[config.mk]
export PLATFORM = sky130hd
export DESIGN_NAME = bus_dest_regs_flat
export DESIGN_NICKNAME = d
export VERILOG_FILES = /design/src/rtl/bus_dest_regs_if.sv /design/src/rtl/bus_dest_regs.sv /design/src/flat_wrapper.sv
export SDC_FILE = /design/constraint.sdc
export NUM_CORES = 1
export LEC_CHECK = 0
export CAP_MARGIN = 15
export CORE_AREA = 8 8 244 246
export CTS_CLUSTER_SIZE = 25
export DETAILED_ROUTE_END_ITERATION = 10
export DIE_AREA = 0 0 252 254
export PLACE_DENSITY = 0.72
export RECOVER_POWER = 100
export SYNTH_ARGS = -nofsm -noshare
export SYNTH_HDL_FRONTEND = slang
export SYNTH_SLANG_ARGS = --single-unit
[constraint.sdc]
create_clock -name clock -period 3.4 [get_ports clock]
set_input_delay 0.68 -clock clock [delete_from_list [all_inputs] [get_ports clock]]
set_output_delay 0.68 -clock clock [all_outputs]
set_load 0.01 [all_outputs]
[src/rtl/bus_dest_regs_if.sv]
// Bus-side signal bundle for bus_dest_regs: the bus value and destination controls in, every stored register out.
// BAout exists only when BUS_DEST_R0_BA_EN is defined.
interface bus_dest_regs_if #(
   parameter int WIDTH = 32
);
   logic [WIDTH-1:0] BusMuxOut;
   logic [4:0]       dest_sel;
   logic             load;
   logic             IncPC;
`ifdef BUS_DEST_R0_BA_EN
   logic             BAout;
`endif
   logic [WIDTH-1:0] BusMuxIn_R0,  BusMuxIn_R1,  BusMuxIn_R2,  BusMuxIn_R3;
   logic [WIDTH-1:0] BusMuxIn_R4,  BusMuxIn_R5,  BusMuxIn_R6,  BusMuxIn_R7;
   logic [WIDTH-1:0] BusMuxIn_R8,  BusMuxIn_R9,  BusMuxIn_R10, BusMuxIn_R11;
   logic [WIDTH-1:0] BusMuxIn_R12, BusMuxIn_R13, BusMuxIn_R14, BusMuxIn_R15;
   logic [WIDTH-1:0] BusMuxIn_HI,  BusMuxIn_LO,  BusMuxIn_PC;
   logic             illegal_dest;

   modport master (
      output BusMuxOut, dest_sel, load, IncPC,
`ifdef BUS_DEST_R0_BA_EN
      output BAout,
`endif
      input  BusMuxIn_R0, BusMuxIn_R1, BusMuxIn_R2, BusMuxIn_R3,
             BusMuxIn_R4, BusMuxIn_R5, BusMuxIn_R6, BusMuxIn_R7,
             BusMuxIn_R8, BusMuxIn_R9, BusMuxIn_R10, BusMuxIn_R11,
             BusMuxIn_R12, BusMuxIn_R13, BusMuxIn_R14, BusMuxIn_R15,
             BusMuxIn_HI, BusMuxIn_LO, BusMuxIn_PC, illegal_dest
   );

   modport slave (
      input  BusMuxOut, dest_sel, load, IncPC,
`ifdef BUS_DEST_R0_BA_EN
      input  BAout,
`endif
      output BusMuxIn_R0, BusMuxIn_R1, BusMuxIn_R2, BusMuxIn_R3,
             BusMuxIn_R4, BusMuxIn_R5, BusMuxIn_R6, BusMuxIn_R7,
             BusMuxIn_R8, BusMuxIn_R9, BusMuxIn_R10, BusMuxIn_R11,
             BusMuxIn_R12, BusMuxIn_R13, BusMuxIn_R14, BusMuxIn_R15,
             BusMuxIn_HI, BusMuxIn_LO, BusMuxIn_PC, illegal_dest
   );
endinterface

[src/rtl/bus_dest_regs.sv]
// Load side of the datapath bus: R0-R15, HI, LO and PC, each driven back out as a bus mux source.
// Optional BUS_DEST_R0_BA_EN adds BAout, which forces the R0 source to zero without touching stored R0.
module bus_dest_regs #(
   parameter int               WIDTH    = 32,
   parameter logic [WIDTH-1:0] PC_RESET = '0,
   parameter logic [WIDTH-1:0] PC_STEP  = 1
) (
   input logic            clock,
   input logic            clear,
   bus_dest_regs_if.slave bus
);
   localparam logic [4:0] SEL_HI = 5'd16;
   localparam logic [4:0] SEL_LO = 5'd17;
   localparam logic [4:0] SEL_PC = 5'd20;

   logic [WIDTH-1:0] gpr [16];
   logic [WIDTH-1:0] hi_reg, lo_reg, pc_reg;
   logic             illegal_reg;
   logic             wr_gpr, wr_hi, wr_lo, wr_pc, bad_dest;

   // Codes 0-15 map onto the general registers; anything not owned here raises the sticky flag.
   always_comb begin
      wr_gpr   = bus.load && !bus.dest_sel[4];
      wr_hi    = bus.load && (bus.dest_sel == SEL_HI);
      wr_lo    = bus.load && (bus.dest_sel == SEL_LO);
      wr_pc    = bus.load && (bus.dest_sel == SEL_PC);
      bad_dest = bus.load && !(wr_gpr || wr_hi || wr_lo || wr_pc);
   end

   always_ff @(posedge clock) begin
      if (clear) begin
         for (int i = 0; i < 16; i++) gpr[i] <= '0;
         hi_reg      <= '0;
         lo_reg      <= '0;
         pc_reg      <= PC_RESET;
         illegal_reg <= 1'b0;
      end else begin
         if (wr_gpr) gpr[bus.dest_sel[3:0]] <= bus.BusMuxOut;
         if (wr_hi)  hi_reg <= bus.BusMuxOut;
         if (wr_lo)  lo_reg <= bus.BusMuxOut;
         // A bus load into PC takes priority; the increment for that cycle is dropped.
         if (wr_pc)          pc_reg <= bus.BusMuxOut;
         else if (bus.IncPC) pc_reg <= pc_reg + PC_STEP;
         if (bad_dest) illegal_reg <= 1'b1;
      end
   end

`ifdef BUS_DEST_R0_BA_EN
   assign bus.BusMuxIn_R0 = bus.BAout ? '0 : gpr[0];
`else
   assign bus.BusMuxIn_R0 = gpr[0];
`endif
   assign bus.BusMuxIn_R1  = gpr[1];
   assign bus.BusMuxIn_R2  = gpr[2];
   assign bus.BusMuxIn_R3  = gpr[3];
   assign bus.BusMuxIn_R4  = gpr[4];
   assign bus.BusMuxIn_R5  = gpr[5];
   assign bus.BusMuxIn_R6  = gpr[6];
   assign bus.BusMuxIn_R7  = gpr[7];
   assign bus.BusMuxIn_R8  = gpr[8];
   assign bus.BusMuxIn_R9  = gpr[9];
   assign bus.BusMuxIn_R10 = gpr[10];
   assign bus.BusMuxIn_R11 = gpr[11];
   assign bus.BusMuxIn_R12 = gpr[12];
   assign bus.BusMuxIn_R13 = gpr[13];
   assign bus.BusMuxIn_R14 = gpr[14];
   assign bus.BusMuxIn_R15 = gpr[15];
   assign bus.BusMuxIn_HI  = hi_reg;
   assign bus.BusMuxIn_LO  = lo_reg;
   assign bus.BusMuxIn_PC  = pc_reg;
   assign bus.illegal_dest = illegal_reg;
endmodule

[src/flat_wrapper.sv]
// flat-port wrapper written by rule: the top's interface ports become plain ports
module bus_dest_regs_flat 
#(
   parameter int               WIDTH    = 32,
   parameter logic [WIDTH-1:0] PC_RESET = '0,
   parameter logic [WIDTH-1:0] PC_STEP  = 1
)
  (clock, clear, bus_BusMuxOut, bus_dest_sel, bus_load, bus_IncPC, bus_BusMuxIn_R0, bus_BusMuxIn_R1, bus_BusMuxIn_R2, bus_BusMuxIn_R3, bus_BusMuxIn_R4, bus_BusMuxIn_R5, bus_BusMuxIn_R6, bus_BusMuxIn_R7, bus_BusMuxIn_R8, bus_BusMuxIn_R9, bus_BusMuxIn_R10, bus_BusMuxIn_R11, bus_BusMuxIn_R12, bus_BusMuxIn_R13, bus_BusMuxIn_R14, bus_BusMuxIn_R15, bus_BusMuxIn_HI, bus_BusMuxIn_LO, bus_BusMuxIn_PC, bus_illegal_dest);
  bus_dest_regs_if #(.WIDTH(WIDTH)) bus_i ();
  input logic clock;
  input logic clear;
  input wire logic [$bits(bus_i.BusMuxOut)-1:0] bus_BusMuxOut;
  input wire logic [$bits(bus_i.dest_sel)-1:0] bus_dest_sel;
  input wire logic [$bits(bus_i.load)-1:0] bus_load;
  input wire logic [$bits(bus_i.IncPC)-1:0] bus_IncPC;
  output wire logic [$bits(bus_i.BusMuxIn_R0)-1:0] bus_BusMuxIn_R0;
  output wire logic [$bits(bus_i.BusMuxIn_R1)-1:0] bus_BusMuxIn_R1;
  output wire logic [$bits(bus_i.BusMuxIn_R2)-1:0] bus_BusMuxIn_R2;
  output wire logic [$bits(bus_i.BusMuxIn_R3)-1:0] bus_BusMuxIn_R3;
  output wire logic [$bits(bus_i.BusMuxIn_R4)-1:0] bus_BusMuxIn_R4;
  output wire logic [$bits(bus_i.BusMuxIn_R5)-1:0] bus_BusMuxIn_R5;
  output wire logic [$bits(bus_i.BusMuxIn_R6)-1:0] bus_BusMuxIn_R6;
  output wire logic [$bits(bus_i.BusMuxIn_R7)-1:0] bus_BusMuxIn_R7;
  output wire logic [$bits(bus_i.BusMuxIn_R8)-1:0] bus_BusMuxIn_R8;
  output wire logic [$bits(bus_i.BusMuxIn_R9)-1:0] bus_BusMuxIn_R9;
  output wire logic [$bits(bus_i.BusMuxIn_R10)-1:0] bus_BusMuxIn_R10;
  output wire logic [$bits(bus_i.BusMuxIn_R11)-1:0] bus_BusMuxIn_R11;
  output wire logic [$bits(bus_i.BusMuxIn_R12)-1:0] bus_BusMuxIn_R12;
  output wire logic [$bits(bus_i.BusMuxIn_R13)-1:0] bus_BusMuxIn_R13;
  output wire logic [$bits(bus_i.BusMuxIn_R14)-1:0] bus_BusMuxIn_R14;
  output wire logic [$bits(bus_i.BusMuxIn_R15)-1:0] bus_BusMuxIn_R15;
  output wire logic [$bits(bus_i.BusMuxIn_HI)-1:0] bus_BusMuxIn_HI;
  output wire logic [$bits(bus_i.BusMuxIn_LO)-1:0] bus_BusMuxIn_LO;
  output wire logic [$bits(bus_i.BusMuxIn_PC)-1:0] bus_BusMuxIn_PC;
  output wire logic [$bits(bus_i.illegal_dest)-1:0] bus_illegal_dest;
  assign bus_i.BusMuxOut = bus_BusMuxOut;
  assign bus_i.dest_sel = bus_dest_sel;
  assign bus_i.load = bus_load;
  assign bus_i.IncPC = bus_IncPC;
  assign bus_BusMuxIn_R0 = bus_i.BusMuxIn_R0;
  assign bus_BusMuxIn_R1 = bus_i.BusMuxIn_R1;
  assign bus_BusMuxIn_R2 = bus_i.BusMuxIn_R2;
  assign bus_BusMuxIn_R3 = bus_i.BusMuxIn_R3;
  assign bus_BusMuxIn_R4 = bus_i.BusMuxIn_R4;
  assign bus_BusMuxIn_R5 = bus_i.BusMuxIn_R5;
  assign bus_BusMuxIn_R6 = bus_i.BusMuxIn_R6;
  assign bus_BusMuxIn_R7 = bus_i.BusMuxIn_R7;
  assign bus_BusMuxIn_R8 = bus_i.BusMuxIn_R8;
  assign bus_BusMuxIn_R9 = bus_i.BusMuxIn_R9;
  assign bus_BusMuxIn_R10 = bus_i.BusMuxIn_R10;
  assign bus_BusMuxIn_R11 = bus_i.BusMuxIn_R11;
  assign bus_BusMuxIn_R12 = bus_i.BusMuxIn_R12;
  assign bus_BusMuxIn_R13 = bus_i.BusMuxIn_R13;
  assign bus_BusMuxIn_R14 = bus_i.BusMuxIn_R14;
  assign bus_BusMuxIn_R15 = bus_i.BusMuxIn_R15;
  assign bus_BusMuxIn_HI = bus_i.BusMuxIn_HI;
  assign bus_BusMuxIn_LO = bus_i.BusMuxIn_LO;
  assign bus_BusMuxIn_PC = bus_i.BusMuxIn_PC;
  assign bus_illegal_dest = bus_i.illegal_dest;
  bus_dest_regs #(.WIDTH(WIDTH), .PC_RESET(PC_RESET), .PC_STEP(PC_STEP)) u_core (.clock(clock), .clear(clear), .bus(bus_i));
endmodule
==> metrics.md <==
| Metric | Value |
|---|---|
| RSZ-0062 raised after global routing | `false` |
| Top-count cell post-synth | `and2_1` |
| CTS max path bufs | `3` |
| Row Count | `87` |
| P_leak | `0.0119 µW` |
| DRT antenna net count | `0` |
| Area of the multi-input gates | `5440 µm²` |
| Post-synthesis cell type count | `38` |
| Post-CTS Hold Fix Bufs | `0` |
| Post-synth top area cell | `edfxtp_1` |
| Fin area | `32,800 µm²` |
| Top post-synthesis cells by count | `and2_1 (513), edfxtp_1 (512), nand2_1 (148), clkbuf_1 (144), dfxtp_1 (97)` |
| Setup bufs post-CTS | `0` |
| I/O Pins | `650` |
| Largest delay share family, worst path | `buffers and inverters` |
| Syn_area_per_cell | `13.7 µm²` |
| Crit-path max cell delay | `1.19 ns` |
| CP Launch Type | `input pin` |
| Crit path kind | `in -> reg` |
| CP Capture Type | `flop` |
| Total Nets Final | `2,381` |
| DRT Wirelength | `83,800 µm` |
| Root buffer cell | `clkbuf_16` |
| Layout area overhead | `40.6%` |
| Final Hold Viols | `0` |
| Post-synth EDFFs | `512` |
| Syn_nets | `1,739` |
| Worst slack, placed | `-0.0328 ns` |
| Cell count after placement | `3,032` |
| Clock skew | `0.0192 ns` |
| HP Class | `reg -> reg` |
| CTS H-tree depth | `2` |
| First-pass iteration count of the detailed router | `5` |
| Vias per inst | `5.10` |
| DRC violation count after routing | `0` |
| Met1 Track Usage GR | `30.0%` |
| Post-CTS resize count | `0` |
| Largest net degree at the start of global routing | `69` |
| # setup viols final | `0` |
| Yosys reg bits | `609` |
| Drt wl/cell | `26.6 µm` |
| Worst hold margin | `0.453 ns` |
| Peak Freq | `0.322 GHz` |
| CP max FO | `27` |
| Final Non-Filler Cells | `3,147` |
| Fin. max-slew vios | `61` |
| Antenna diodes | `0` |
| Yosys warning count | `0` |
| # fillers | `4,365` |
| Die H | `254 µm` |
| M2 GR Usage | `43.0%` |
| CTS sink cnt | `609` |
| Ys flop type | `edfxtp_1` |
| DRT iter0 DRCs | `1,542` |
| Final setup margin | `0.293 ns` |
| Routing usage on met3 | `7.64%` |
| DP Area | `31,100 µm²` |
| Crit share post-route | `91.4%` |
| Status | `complete, but fails checks` |
| First-pass GRT wire length | `116,000 µm` |
| Power per Cell Area | `504 nW/µm²` |
| CP cell instances | `dlygate4sd3_1 -> nor2b_1 -> nand4_1 -> clkbuf_1 -> nand2_1 -> a21oi_1` |
| Core outline area | `55,700 µm²` |
| Ys async rst share | `0%` |
| Sequential area share after synthesis | `74.3%` |
| Share of layout cells above drive strength 1 | `8.24%` |
| Die width | `252 µm` |
| CP max-delay cell | `clkbuf_1` |
| Flop2flop setup slack | `0.96 ns` |
| Least-Margin Pin Slew | `1.80 ns` |
| Placer Congestion | `0.895` |
| Vias in the first global route | `16,016` |
| Overall die area | `64,000 µm²` |
| CTS tree | `done` |
| Worst Path Arrival | `3.65 ns` |
| Synth Instances | `1,697` |
| Inserted Clock Buffers | `61` |
| Clk slew on worst S/H paths | `0.06 ns` |
| GRT Total Usage | `25.0%` |
| Most crowded layer after global routing | `met2` |
| Maximum VDD drop | `0.000438 V` |
| Final Critical Period | `3.11 ns` |
| Failing checks | `max-capacitance violations, max-slew violations` |
| Grt ovf | `0` |
| Worst EP required | `3.94 ns` |
| Vias | `16,037` |
| Initial Util | `41.8%` |
| Mapped cell area | `23,300 µm²` |
| Register area | `17,300 µm²` |
| Final HPWL from detailed placement | `57,900 µm` |
| Antenna violations before repair | `8` |
| Port buffer count | `649` |
| Worst skew pair latency | `0.62 ns` |
| CP Buf/Inv Count | `2` |
| Slew HR | `-20.3%` |
| Top cells by area, synth | `edfxtp_1 (66%), and2_1 (14%), dfxtp_1 (8.3%)` |
| Top-area cell type share of the netlist area | `65.9%` |
| # Max-Cap Violations | `2` |
[metal layers]
| metal | vias to the layer above | wire length [µm] |
|---|---|---|
| met5 | - | 0 |
| met4 | 0 | 2630 |
| met3 | 147 | 8910 |
| met2 | 948 | 41400 |
| met1 | 7878 | 30900 |
| li1 | 7064 | - |
[sequential cells by signal, indices dropped and copies added, names as in the netlist]
| signal | cells |
|---|---|
| u_core.gpr | 512 |
| u_core.bus.illegal_dest | 1 |
| u_core.bus.BusMuxIn_PC | 32 |
| u_core.bus.BusMuxIn_LO | 32 |
| u_core.bus.BusMuxIn_HI | 32 |
[final timing paths]
| path | from | to | cells after the start |
|---|---|---|---|
| setup / recovery | bus_dest_sel[1] | u_core.bus.BusMuxIn_LO[28] | 6 |
| hold / removal | u_core.bus.BusMuxIn_LO[2] | u_core.bus.BusMuxIn_LO[2] | 2 |
| setup reg to reg | u_core.bus.BusMuxIn_PC[0] | u_core.bus.BusMuxIn_PC[24] | 6 |
| hold reg to reg | u_core.bus.BusMuxIn_LO[2] | u_core.bus.BusMuxIn_LO[2] | 2 |
[layout make-up]
type,instances,share of cell area (%)
multi-input cells,932,16.6
flip-flops and latches,609,52.8
inverters,6,0.0687
repair buffers,729,21.7
clock buffers,80,5.18
well taps,756,2.89
clock inverters,35,0.760
[stage by stage]
stage	util (%)	power [µW]	setup TNS (ns)
2_1_floorplan	-	9130	0
3_3_place_gp	55.7	10300	-0.833
3_5_place_dp	55.7	10300	-0.695
4_1_cts	59.2	16800	0
5_1_grt	58.8	17000	0
6_report	58.8	16500	0
[worst reg2reg max path, stage by stage (launching register included)]
cell and delay [ns]:
dfxtp_1 0.42, ha_1 0.29, nand2_1 0.10, nor4_1 0.88
nand4_1 0.22, xor2_1 0.20, a211oi_1 0.23
[power breakdown]
| part | switching (µW) | internal [µW] | leakage [µW] |
|---|---|---|---|
| Sequential | 130 | 8430 | 0.00565 |
| Clock | 2880 | 3680 | 0.000960 |
| Combinational | 847 | 573 | 0.00527 |
[logic make-up (layout without fill, tap and decap cells)]
group | after synthesis | count (layout) | synth area share, %
DFF | 609 | 609 | 74.3
buffers and inverters | 156 | 850 | 2.54
adders and majority gates | 1 | 1 | 0.0536
muxes | 3 | 3 | 0.129
xor gates and xnor gates | 28 | 28 | 1.05
AOI/OAI and AO/OA | 104 | 104 | 2.63
and+or+nand+nor | 796 | 796 | 19.3
[layout by cell type, fill, tap and decap left out, drive strengths merged, types with 3 or more instances in the layout]
master	n
a211oi	27
a21oi	69
and2	513
and3	6
buf	45
clkbuf	117
clkdlybuf4s50	35
clkinv	24
clkinvlp	3
dfxtp	97
dlygate4sd3	612
edfxtp	512
inv	12
mux2i	3
nand2	148
nand3	12
nand4	14
nor2	52
nor3	9
nor4	8
o22ai	5
or2	16
or3	4
or4	4
xnor2	14
xor2	14
Power figures use the tool's default switching activity.
==> edit 1, RTL diff (config.mk and constraints unchanged) <==
`WIDTH` is set to 32 in 3 places; all go to 16.
--- a/src/rtl/bus_dest_regs_if.sv
+++ b/src/rtl/bus_dest_regs_if.sv
@@ -3,3 +3,3 @@
 interface bus_dest_regs_if #(
-   parameter int WIDTH = 32
+   parameter int WIDTH = 16
 );
--- a/src/rtl/bus_dest_regs.sv
+++ b/src/rtl/bus_dest_regs.sv
@@ -3,3 +3,3 @@
 module bus_dest_regs #(
-   parameter int               WIDTH    = 32,
+   parameter int               WIDTH    = 16,
    parameter logic [WIDTH-1:0] PC_RESET = '0,
--- a/src/flat_wrapper.sv
+++ b/src/flat_wrapper.sv
@@ -3,3 +3,3 @@
 #(
-   parameter int               WIDTH    = 32,
+   parameter int               WIDTH    = 16,
    parameter logic [WIDTH-1:0] PC_RESET = '0,
Interface: changed (20 resized); port bits go from 650 to 330. The function was not compared with the original's and may differ.
==> edit 1 against the unedited design <==
Via count fell by 51%. Wire length fell by 49%. Synthesized area fell by 49%. Global-route usage fell by 12 points. Final area fell by 48%. Power fell by 49%. Sequential cell count fell by 304. Register-to-register slack improved by 0.79 ns. Worst setup slack improved by 0.16 ns. Sequential power fell by 50%. Critical path depth fell by 1. Sequential share of layout area fell by 1.9 points. Synthesized cell count fell by 50%.
==> edit 1: results (changes against the unedited design) <==
[metrics] Net count, final: 1220 (-49%)
[metrics] worst setup path endpoint: u_core.gpr[0][10]
[metrics] Placer Congestion: 0.771 (-14%)
[metrics] DPL Wire Length: 29.3 mm (-49%)
[metrics] post-detailed-route via-to-cell ratio: 4.00 (-21%)
[metrics] first-pass GRT wire length: 59.4 mm (-49%)
[metrics] number of port buffers: 329 (-49%)
[metrics] yosys warns: 0 (unchanged)
[metrics] number of library cell types mapped by synthesis: 34 (-11%)
[metrics] largest incremental delay on the critical path: 0.89 ns (-0.30 ns)
[metrics] root cell of the clock tree: clkbuf_16
[metrics] highest net fanout along the worst path: 16 (-41%)
[metrics] net count of the mapped netlist: 880 (-49%)
[metrics] path class of the lowest-slack min-delay path: reg -> reg
[metrics] post-placement cell area: 0.0161 mm^2 (-48%)
[metrics] number of global-route vias before repair: 8280 (-48%)
[metrics] Tot GR Track Use: 12.8% (-12 points)
[metrics] number of search-and-repair iterations in the first detailed-routing pass: 5 (unchanged)
[metrics] maximum ir drop on the vdd rail: 238 uV (-46%)
[metrics] slack of the worst reg-to-reg path: 1.75 ns (+0.79 ns)
[metrics] Post-synth EDFFs: 256 (-50%)
[metrics] number of clock buffers inserted by TritonCTS: 34 (-44%)
[metrics] CTS H-Tree Depth: 2 (unchanged)
[metrics] cell types with the largest area share after synthesis: edfxtp_1 65%, and2_1 14%, dfxtp_1 8.3%
[metrics] origin of the critical flop-to-flop path: u_core.bus.BusMuxIn_PC[3]
[metrics] share of layout cells above drive strength 1: 7.56% (-0.68 points)
[metrics] Seq/Total Area, Yosys: 73.2% (-1.1 points)
[metrics] result of the run: finished, final reports clean
[metrics] reg2reg path depth: 4 (-2)
[metrics] initial antenna violation count: 14 (+6)
[metrics] async set-reset flop share out of synthesis: 0% (unchanged)
[metrics] Worst-Skew Late Latency: 0.52 ns (-0.10 ns)
[metrics] Worst Tran Pin Value: 1.25 ns (-0.554 ns)
[metrics] r2r endpoint: u_core.bus.BusMuxIn_PC[14]
[metrics] worst-case hold path end point: u_core.bus.BusMuxIn_HI[14]
[metrics] cell count of the worst hold path: 2 (unchanged)
[metrics] largest net degree at the start of global routing: 66 (-4.3%)
[metrics] maximum clock insertion buffer count: 3 (unchanged)
[metrics] Clock transition at path regs: 0.06 ns (about the same)
[metrics] switch share: 23.4% (about the same)
[metrics] beginning of the critical path: bus_load
[metrics] hold_sp: u_core.bus.BusMuxIn_HI[14]
[metrics] number of setup buffers added after CTS: 0 (unchanged)
[metrics] largest clock skew in the final design: 0.00723 ns (-0.0120 ns)
[metrics] number of flip-flops in the largest register: 256 (-50%)
[metrics] Slowest cell on crit path: or2_0
[metrics] 1st-iter DRT viols: 560 (-64%)
[metrics] Routed Wire Length: 42.3 mm (-49%)
[metrics] most instantiated cells after synthesis: 256 x and2_1, 256 x edfxtp_1, 76 x nand2_1, 49 x clkbuf_1, 49 x dfxtp_1
[metrics] number of fillers in the final layout: 5591 (+28%)
[metrics] register with the highest flop count: u_core.gpr
[metrics] quantity of gates resized following cts: 0 (unchanged)
[metrics] Leakage Power: 5.88 nW (-51%)
==> edit 1: cell count changes after synthesis, moves of 11 or more <==
cell      change
a211oi_2     +14
dfxtp_1      -48
a211oi_1     -24
nor2_1       -14
nand2_1      -72
and2_1      -257
nand3_1      -11
xor2_1       -11
edfxtp_1    -256
a21oi_1      -37
clkbuf_1     -95
==> edit 1: through the flow <==
| step | setup slack, ns | std cells | total power (W) | hold WS, ns |
|---|---|---|---|---|
| 2_1_floorplan | 1.37 | 854 | 0.00459 | 0.481 |
| 3_3_place_gp | 0.258 | 1914 | 0.00517 | 0.443 |
| 3_5_place_dp | 0.190 | 1914 | 0.00518 | 0.446 |
| 4_1_cts | 0.747 | 1973 | 0.00865 | 0.454 |
| 5_1_grt | 0.268 | 1975 | 0.00874 | 0.481 |
| 6_report | 0.457 | 1978 | 0.00846 | 0.451 |
==> edit 1: layout make-up <==
| type | count | area [um^2] | area share (%) |
|---|---|---|---|
| diodes | 5 | 12.5 | 0.0735 |
| clock buffers | 40 | 893 | 5.25 |
| clock inverters | 19 | 144 | 0.846 |
| inverters | 3 | 11.3 | 0.0662 |
| multi-input cells | 481 | 2820 | 16.6 |
| flip-flops and latches | 305 | 8670 | 50.9 |
| well taps | 756 | 946 | 5.56 |
| repair buffers | 369 | 3520 | 20.7 |
==> edit 1: worst max-delay path: cells and delay by family <==
family	cells	cell delay, ns
AND/OR/NAND/NOR	4	1.79
buffers and inverters	1	0.61
==> edit 1: metal layers <==
layer | GRT usage (%) | part of all wire (%) | routed length [um]
met5 | 0 | 0.097 | 41
met2 | 23.6 | 53 | 22400
met4 | 3.32 | 1.5 | 620
met1 | 14.5 | 38 | 15900
met3 | 3.30 | 7.7 | 3270
==> edit 1: power by group through the flow <==
stage	Sequential (W)	Clock, W	Combinational [W]
5_1_grt	0.00432	0.00368	0.000744
6_report	0.00430	0.00346	0.000698
2_1_floorplan	0.00445	0	0.000140
3_5_place_dp	0.00439	0	0.000796
4_1_cts	0.00431	0.00354	0.000797
3_3_place_gp	0.00439	0	0.000785
==> edit 1: cell families (layout without fill, tap and decap cells) <==
| group | count (synthesis) | in the layout | synth area share (%) |
|---|---|---|---|
| buf+inv | 68 | 431 | 2.56 |
| fa+ha+maj | 1 | 1 | 0.106 |
| xor+xnor | 15 | 15 | 1.11 |
| mux | 1 | 1 | 0.0845 |
| flops | 305 | 305 | 73.2 |
| compound gates | 49 | 49 | 3.10 |
| other cells | 0 | 5 | 0 |
| simple gates | 415 | 415 | 19.9 |
==> edit 2, RTL diff (same flow settings) <==
Without the edit above. Register the input `clear` before use. The logic sees it one clock later. The other inputs are not delayed to match.
--- a/src/rtl/bus_dest_regs.sv
+++ b/src/rtl/bus_dest_regs.sv
@@ -14,2 +14,8 @@
    localparam logic [4:0] SEL_PC = 5'd20;
+
+   logic clear_q;
+
+   always_ff @(posedge clock) begin
+      clear_q <= clear;
+   end
 
@@ -30,3 +36,3 @@
    always_ff @(posedge clock) begin
-      if (clear) begin
+      if (clear_q) begin
          for (int i = 0; i < 16; i++) gpr[i] <= '0;
Behaviour: not the same (a bounded check fails within 4 cycles, from zero or initial values).
==> edit 2 against the unedited design <==
Core utilization rose by 0.49 points. Final area grew 0.84%. Synthesized area is essentially flat. Wire length grew 0.24%. Sequential cell count grew 1. Worst setup slack improved by 0.13 ns. Maximum frequency is 4.5% higher. First-iteration DRC count is 10% lower. Critical path type unchanged. Highest routed layer unchanged.
Power is not compared: it rests on default switching activity, and its combinational part moved more than twofold at a synthesized area within 25%.
==> edit 2: results (changes against the unedited design) <==
[metrics] result of the run: finished, final reports clean
[metrics] ys flop type: edfxtp_1
[metrics] data arrival time of the critical path: 3.22 ns (-0.43 ns)
[metrics] share of layout cells above drive strength 1: 7.80% (-0.44 points)
[metrics] number of clock buffers inserted by TritonCTS: 61 (unchanged)
[metrics] Net count, final: 2400 (+0.80%)
[metrics] async set-reset flop share out of synthesis: 0% (unchanged)
[metrics] worst slack at placement: 0.521 ns (+0.554 ns)
[metrics] average footprint of a synthesized cell: 13.7 um^2 (about the same)
[metrics] number of global-route vias before repair: 16200 (+1.5%)
[metrics] Worst Tran Pin Value: 1.39 ns (-0.418 ns)
[metrics] highest net fanout along the worst path: 15 (-44%)
[metrics] Internal: 0.0122 W
[metrics] maximum clock insertion buffer count: 3 (unchanged)
[metrics] first-pass GRT wire length: 117 mm (+0.62%)
[metrics] post-detailed-route via-to-cell ratio: 5.10 (about the same)
[metrics] CTS H-Tree Depth: 2 (unchanged)
[metrics] largest clock skew in the final design: 0.0131 ns (-0.00613 ns)
[metrics] 1st-iter DRT viols: 1387 (-10%)
[metrics] yosys warns: 0 (unchanged)
[metrics] most instantiated cells after synthesis: 513 x and2_1, 512 x edfxtp_1, 148 x nand2_1, 144 x clkbuf_1, 98 x dfxtp_1
[metrics] quantity of gates resized following cts: 0 (unchanged)
[metrics] number of library cell types mapped by synthesis: 38 (unchanged)
[metrics] maximum ir drop on the vdd rail: 356 uV
[metrics] net count of the mapped netlist: 1740 (+0.058%)
[metrics] Tot GR Track Use: 25.2% (+0.14 points)
[metrics] Placer Congestion: 0.905 (+1.2%)
[metrics] root cell of the clock tree: clkbuf_16
[metrics] dpl cells: 3051 (+0.63%)
[metrics] path class of the lowest-slack min-delay path: reg -> reg
[metrics] cell types with the largest area share after synthesis: edfxtp_1 66%, and2_1 14%, dfxtp_1 8.4%
[metrics] largest net degree at the start of global routing: 65 (-5.8%)
[metrics] initial antenna violation count: 5 (-3)
[metrics] max_cap viols: 0 (-2)
[metrics] post-placement cell area: 0.0313 mm^2 (+0.91%)
[metrics] DPL Wire Length: 59.4 mm (+2.6%)
[metrics] fin cells: 3169 (+0.70%)
[metrics] Seq/Total Area, Yosys: 74.3% (about the same)
[metrics] Routed Wire Length: 84.0 mm (+0.24%)
## edit 2: cell types whose count changed in the layout (fill, tap and decap cells not counted), sizes merged, moves of 2 or more
cell and change:
buf +16, bufinv +5, diode +3, inv -3
clkinvlp -2
## edit 2: power by group through the flow
stage,Combinational (W),Clock (W),Sequential (W)
floorplan,0.000244,0,0.00830
CTS,0.000715,0.00684,0.00813
global route,0.000699,0.00712,0.00813
global placement,0.000702,0,0.00829
detailed placement,0.000713,0,0.00829
finish,0.000668,0.00677,0.00813
## edit 2: cells by family (layout without fill, tap and decap cells)
kind of cell	after synthesis	after routing	share of synthesized area, %
compound gates	104	104	2.63
simple gates	796	796	19.3
mux	3	3	0.129
flops	610	610	74.3
buf+inv	156	868	2.54
fa+ha+maj	1	1	0.0536
xor+xnor	28	28	1.05
other cells	0	3	0
## edit 2: metrics by stage
stage | power [W] | utilization, %
4_1_cts | 0.0157 | 59.8
5_1_grt | 0.0159 | 59.3
3_5_place_dp | 0.00900 | 56.2
6_report | 0.0156 | 59.3
3_3_place_gp | 0.00899 | 56.2
2_1_floorplan | 0.00855 | -
## edit 2: path summary, 6_finish.rpt
kind,slack (ns),from,to,cells after the start
worst max-delay path,0.43,bus_load,u_core.gpr[15][22],8
worst min-delay path,0.45,u_core.bus.BusMuxIn_LO[2],u_core.bus.BusMuxIn_LO[2],2
worst max register to register,0.58,u_core.clear_q,u_core.gpr[4][2],3
worst min register to register,0.45,u_core.bus.BusMuxIn_LO[2],u_core.bus.BusMuxIn_LO[2],2
## edit 2: final cells by class
type	instances	area (um^2)
fillers	4385	22700
flip-flops and latches	610	17300
repair buffers	747	7300
multi-input cells	932	5430
clock buffers	81	1640
well taps	756	946
clock inverters	34	368
inverters	6	22.5
diodes	3	7.51
## edit 2: layer usage
metal  GRT usage, %  wire, um  vias to the layer above
li1               -         -                     7111
met1           29.5     30400                     7989
met2           43.6     41900                      897
met3           7.97      8960                      159
met4           8.56      2710                        0
met5              0         0                        -
## edit 2: critical path, cell delays in order
cell	delay, ns
dlygate4sd3_1	0.65
nor3b_1	0.23
clkbuf_1	0.20
nand3_1	0.13
clkbuf_1	0.25
nor2_4	0.15
or2_0	0.33
clkbuf_2	0.58
